**config.mk**
```make
export PLATFORM = sky130hd
export DESIGN_NAME = conv_result_reader
export DESIGN_NICKNAME = d
export VERILOG_FILES = /design/src/rtl/conv_result_reader.sv
export SDC_FILE = /design/constraint.sdc
export NUM_CORES = 1
export LEC_CHECK = 0
export CORE_AREA = 2 2 144 146
export CTS_BUF_LIST = sky130_fd_sc_hd__clkbuf_2 sky130_fd_sc_hd__clkbuf_4 sky130_fd_sc_hd__clkbuf_8
export DETAILED_ROUTE_END_ITERATION = 16
export DIE_AREA = 0 0 146 148
export PLACE_DENSITY_LB_ADDON = 0.15
export SYNTH_ARGS = -nofsm -noshare
export SYNTH_HDL_FRONTEND = slang
export SYNTH_SLANG_ARGS = --single-unit
```
**constraint.sdc**
```tcl
create_clock -name Clk -period 8.3 [get_ports Clk]
set_clock_uncertainty 0.2 [all_clocks]
set_input_delay 1.66 -clock Clk [delete_from_list [all_inputs] [get_ports Clk]]
set_output_delay 1.66 -clock Clk [all_outputs]
set_load 0.01 [all_outputs]
```
**src/rtl/conv_result_reader.sv**
```systemverilog
// Drains the accumulation RAM row-major onto a valid/ready stream, absorbing the RAM read latency.
// Optional macro RELU_EN clamps negative result words to zero before buffering.
module conv_result_reader #(
    parameter int unsigned DataWidth    = 32,
    parameter int unsigned AddrWidth    = 16,
    parameter int unsigned MaxPictWidth = 9,
    parameter int unsigned RdLatency    = 1
) (
    input  logic                    Clk,
    input  logic                    Rst,
    input  logic                    start,
    input  logic [MaxPictWidth-1:0] row_in,
    input  logic [MaxPictWidth-1:0] col_in,
    input  logic [AddrWidth-1:0]    base_addr,
    output logic [AddrWidth-1:0]    rd_addr_out,
    input  logic [DataWidth-1:0]    rd_data_in,
    output logic [DataWidth-1:0]    out_data,
    output logic                    out_valid,
    input  logic                    out_ready,
    output logic                    out_row_last,
    output logic                    out_frame_last,
    output logic                    busy,
    output logic                    done
);

    localparam int unsigned Depth = RdLatency + 1;
    localparam int unsigned CntW  = $clog2(Depth + 1);
    localparam int unsigned PtrW  = $clog2(Depth);
    localparam int unsigned TotW  = 2 * MaxPictWidth;

    typedef enum logic [1:0] {StIdle, StRead, StDrain, StDone} state_e;

    state_e                  state_q, state_d;
    logic [TotW-1:0]         total_q, idx_q;
    logic [MaxPictWidth-1:0] col_q, col_cnt_q;
    logic [AddrWidth-1:0]    addr_q;
    logic [RdLatency-1:0]    tag_q, rlast_sr_q, flast_sr_q;
    logic [DataWidth-1:0]    mem_q [Depth];
    logic                    rlast_mem_q [Depth];
    logic                    flast_mem_q [Depth];
    logic [PtrW-1:0]         wr_ptr_q, rd_ptr_q;
    logic [CntW-1:0]         count_q, inflight;
    logic [CntW:0]           occ;
    logic                    credit_ok, issue, push, pop;
    logic                    row_last_iss, frame_last_iss;
    logic [DataWidth-1:0]    push_data;

`ifdef RELU_EN
    assign push_data = rd_data_in[DataWidth-1] ? '0 : rd_data_in;
`else
    assign push_data = rd_data_in;
`endif

    always_comb begin
        inflight = '0;
        for (int unsigned i = 0; i < RdLatency; i++) begin
            inflight = inflight + CntW'(tag_q[i]);
        end
    end

    // A pop this cycle frees a slot, which keeps 1 word/cycle with the minimum buffer depth.
    assign occ            = {1'b0, inflight} + {1'b0, count_q};
    assign credit_ok      = occ < ((CntW + 1)'(Depth) + (CntW + 1)'(pop));
    assign issue          = (state_q == StRead) && (idx_q < total_q) && credit_ok;
    assign push           = tag_q[RdLatency-1];
    assign out_valid      = (count_q != '0);
    assign pop            = out_valid && out_ready;
    assign row_last_iss   = (col_cnt_q == col_q - MaxPictWidth'(1));
    assign frame_last_iss = (idx_q == total_q - TotW'(1));

    assign rd_addr_out    = addr_q;
    assign out_data       = out_valid ? mem_q[rd_ptr_q] : '0;
    assign out_row_last   = out_valid ? rlast_mem_q[rd_ptr_q] : 1'b0;
    assign out_frame_last = out_valid ? flast_mem_q[rd_ptr_q] : 1'b0;
    assign busy           = (state_q == StRead) || (state_q == StDrain);
    assign done           = (state_q == StDone);

    always_comb begin
        state_d = state_q;
        unique case (state_q)
            StIdle:  if (start) state_d = StRead;
            StRead: begin
                if (total_q == '0) begin
                    state_d = StDone;
                end else if (issue && frame_last_iss) begin
                    state_d = StDrain;
                end
            end
            // Exit on the edge that empties both the pipeline and the buffer.
            StDrain: begin
                if ((inflight == CntW'(push)) && ((count_q + CntW'(push)) == CntW'(pop))) begin
                    state_d = StDone;
                end
            end
            StDone:  state_d = StIdle;
            default: state_d = StIdle;
        endcase
    end

    always_ff @(posedge Clk) begin
        if (Rst) begin
            state_q    <= StIdle;
            total_q    <= '0;
            idx_q      <= '0;
            col_q      <= '0;
            col_cnt_q  <= '0;
            addr_q     <= '0;
            tag_q      <= '0;
            rlast_sr_q <= '0;
            flast_sr_q <= '0;
            wr_ptr_q   <= '0;
            rd_ptr_q   <= '0;
            count_q    <= '0;
        end else begin
            state_q <= state_d;
            if ((state_q == StIdle) && start) begin
                total_q   <= TotW'(row_in) * TotW'(col_in);
                col_q     <= col_in;
                idx_q     <= '0;
                col_cnt_q <= '0;
                addr_q    <= base_addr;
            end else if (issue) begin
                idx_q     <= idx_q + TotW'(1);
                addr_q    <= addr_q + AddrWidth'(1);
                col_cnt_q <= row_last_iss ? '0 : col_cnt_q + MaxPictWidth'(1);
            end
            tag_q      <= RdLatency'({tag_q, issue});
            rlast_sr_q <= RdLatency'({rlast_sr_q, row_last_iss});
            flast_sr_q <= RdLatency'({flast_sr_q, frame_last_iss});
            if (push) begin
                wr_ptr_q <= (wr_ptr_q == PtrW'(Depth - 1)) ? '0 : wr_ptr_q + PtrW'(1);
            end
            if (pop) begin
                rd_ptr_q <= (rd_ptr_q == PtrW'(Depth - 1)) ? '0 : rd_ptr_q + PtrW'(1);
            end
            count_q <= count_q + CntW'(push) - CntW'(pop);
        end
    end

    // Storage needs no reset: outputs are gated by occupancy.
    always_ff @(posedge Clk) begin
        if (push) begin
            mem_q[wr_ptr_q]       <= push_data;
            rlast_mem_q[wr_ptr_q] <= rlast_sr_q[RdLatency-1];
            flast_mem_q[wr_ptr_q] <= flast_sr_q[RdLatency-1];
        end
    end

endmodule

```
==> summary.txt <==
Power
  – Pwr/cell area: 281.3 mW/mm²
  – P_int: approximately 2.0 mW
  – Clock share of power: about a fifth
  – Sequential Power Share: 29.7%
  – VDD IR max: roughly 120 µV
  – P_sw: 1.338 mW
  – Leak: 4.701 nW
  – Power share of the combinational group: 50.6%
  – Sw Share: between 40% and 50%

Detailed routing
  – Met3 wire length: roughly 810 µm
  – Iter 0 DRT Violations: slightly below 400
  – Residual DRC: 0
  – DR pass1 iterations: 5
  – DR WL met2: between 10000 and 15000 µm
  – WL final: about 21000 µm
  – DR top layer: met4
  – Antenna-violating nets left: 0
  – DR vias/cell: between 5 and 6
  – Total number of vias: 7397
  – M1 WL: roughly 9800 µm
  – WL/cell: between 10 and 15 µm

STA
  – Period utilization: about four fifths
  – Post-route minimum period: 6.515 ns
  – Fmax: approximately 0.15 GHz
  – Least-Margin Pin Slew: 1.074 ns
  – Max_slew headroom: about 28%
  – Final setup fails: 0
  – RSZ-0062 raised after global routing: false
  – Final Slew Violations: 0
  – Final hold violation count: 0
  – Setup tns final: 0 ns

Yosys
  – Adder-Cell Fraction of Synth Area: between 10% and 20%
  – Mean Syn Cell Area: ~9.6 µm²
  – Synth top cells by count: nand2_1, nor2_1, inv_1, dfxtp_1, ha_1
  – Synth warn: 0
  – Most numerous cell in the Yosys netlist: nand2_1
  – Post-synthesis simple-gate area fraction: between 10% and 20%
  – FFs w/ async S/R, synth: 0%
  – Synth area leaders: edfxtp_1, dfxtp_1, fa_1, ha_1, nand2_1
  – Area fraction of the dominant cell type after synthesis: about a fifth
  – Mapped cell area: about 0.01 mm²
  – Synth Instances: approximately 1000
  – Largest family of logic cells by synthesized area: simple AND/OR/NAND/NOR gates
  – Post-synthesis sequential area ratio: 36.70%
  – Xor and xnor fraction of the mapped netlist area: roughly 7.3%
  – Number of synthesized flops with an enable pin: 68
  – Synth Area in Compound Gates: between 8 and 9%
  – Number of synthesized register bits: about 150
  – Mux cell area share after synthesis: ~3.8%
  – Syn_nets: between 1000 and 1500
  – Cell taking the most area after synthesis: edfxtp_1
  – Synth cell types: between 60 and 70
  – Post-synth top flop: dfxtp_1

Setup path
  – Worst reg2reg path endpoint: rd_addr_out[14]
  – Critical Path Start: col_in[2]
  – Crit path required time: about 8.4 ns
  – Startpoint types: input pin
  – Worst setup EP type: register
  – Worst Path Class, Setup: input pin to register
  – Critical path arrival: about 6.7 ns
  – R2R setup slack: about 4.5 ns
  – Crit Path Max Fanout: 10
  – Worst reg2reg path depth: 15
  – Crit path to: total_q[17]
  – R2r startpoint: count_q[1]

Finish
  – Multi-input gate area: 0.005753 mm²
  – Post-layout nets: ~1300
  – N_diodes: 0
  – Post-route insts no fill: roughly 1400
  – FILL cells: between 1500 and 2000
  – Synthesis-to-layout area growth: 19.46%
  – Share of cells above drive strength 1: under 10%
  – FF/Latch Area: around 0.0036 mm²

Placed design
  – Placed insts: ~1400
  – Port Buffer Count: ~120
  – GPL Wtd Cong: 0.8355
  – DP HPWL: approximately 16000 µm

Clock tree
  – Clock latency on the worst-skew pair: roughly 0.46 ns
  – Htree depth: 4
  – Hold buffer count at CTS: 0
  – Worst-path clk slew: approximately 0.090 ns
  – Clock sink total: 148
  – CTS buffer count: 17
  – Post-CTS Resized: 0
  – Number of setup buffers added after CTS: 0
  – CTS Buffer Depth: 2
  – Root cell of the clock tree: clkbuf_8
  – CTS tree: done

Global route
  – First-pass GRT wire length: roughly 36000 µm
  – GR Overflow Total: 0
  – Antenna violations before repair: 0
  – All-Layer GR Usage: between 20 and 25%
  – Number of global-route vias before repair: between 7000 and 8000
  – Largest net degree at the start of global routing: 59

Flow run
  – Total of max-cap violations: 0

Worst hold path
  – Worst Hold Class: register to register

Floorplanning
  – CORE AREA: 0.02004 mm²
  – I/O pins: ~120
  – Die Ht: 148 µm
  – Site row count: 52
  – Initial core utilization: around half
  – Die area: between 0.02 and 0.025 mm²
  – Die W: 146 µm

Outcome
  – Status: finished clean
[power by group through the flow]
stage	sequential [mW]	combinational [mW]	clock (mW)
floorplan	0.982	1.20	0
finish	0.993	1.69	0.656
CTS	0.992	1.71	0.671
detailed placement	1.01	1.69	0
global route	1.01	1.91	0.696
global placement	1.01	1.68	0
[layout make-up]
| cell class | count | area share [%] |
|---|---|---|
| clock inverter | 15 | 1.952 |
| tap | 270 | 2.848 |
| clock buffer | 17 | 1.973 |
| inverter | 102 | 3.228 |
| multi-input combinational | 749 | 48.51 |
| timing repair buffer | 130 | 10.76 |
| sequential | 148 | 30.73 |
[critical path, stage by stage]
cell	delay, ns
clkdlybuf4s50_1	0.67
nand2_1	0.13
fa_1	0.51
fa_1	0.52
inv_1	0.04
ha_1	0.29
fa_1	0.55
ha_1	0.32
a21o_1	0.17
a21o_1	0.21
a2111oi_0	0.46
buf_4	0.20
o31ai_1	0.07
o41ai_1	0.46
nand2_1	0.11
a32o_1	0.27
[through the flow]
| step | hold WS, ns | instance area (µm²) | util (%) | power (mW) | worst slack (ns) |
|---|---|---|---|---|---|
| floorplan | 0.2037 | 9928 | - | 2.178 | 2.026 |
| global placement | 0.2048 | 11390 | 56.86 | 2.686 | 1.324 |
| detailed placement | 0.2200 | 11390 | 56.86 | 2.702 | 1.286 |
| CTS | 0.2324 | 11860 | 59.18 | 3.371 | 1.756 |
| global route | 0.2401 | 11860 | 59.18 | 3.621 | 1.459 |
| finish | 0.2323 | 11860 | 59.18 | 3.337 | 1.785 |
[routing by layer]
metal  global-route usage (%)  up-vias
met1                    27.48     3470
met4                    6.165        0
met2                    35.24      149
met3                    3.488       23
met5                        0        -
li1                         -     3755
[how the worst min path moves through the flow]
| stage | startpoint | end | cells after the start |
|---|---|---|---|
| after global routing | rlast_sr_q | rlast_mem_q[1] | 0 |
| after global placement | rlast_sr_q | rlast_mem_q[0] | 0 |
| after detailed placement | rlast_sr_q | rlast_mem_q[0] | 0 |
| after floorplan | flast_sr_q | flast_mem_q[0] | 0 |
| after CTS | rlast_sr_q | rlast_mem_q[1] | 0 |
| final | rlast_sr_q | rlast_mem_q[1] | 0 |
[registers in the layout, summed over array words and instances, names as in the netlist, 9 cells and up, named ones only]
signal / cells
mem_q: 64
idx_q: 18
total_q: 18
rd_addr_out: 16
col_cnt_q: 9
col_q: 9
[cell families (layout without fill, tap and decap cells)]
logic type               Yosys count  in the layout
flip-flops                       148            148
XOR/XNOR                          83             83
adder cells (fa/ha/maj)          120            120
AND/OR/NAND/NOR                  384            384
AO/OA/AOI/OAI                    124            124
multiplexers                      38             38
buffers and inverters            140            264
[layout by cell type, fill, tap and decap left out, drive strengths merged, types with 25 or more instances in the layout]
cell type	count
dfxtp	80
nand2	115
edfxtp	68
a21oi	45
mux2i	38
nand4	25
and2	54
xor2	36
inv	112
fa	51
xnor2	47
clkdlybuf4s50	121
nor2	105
ha	69
Note: power is estimated with default switching activity, not from simulation.
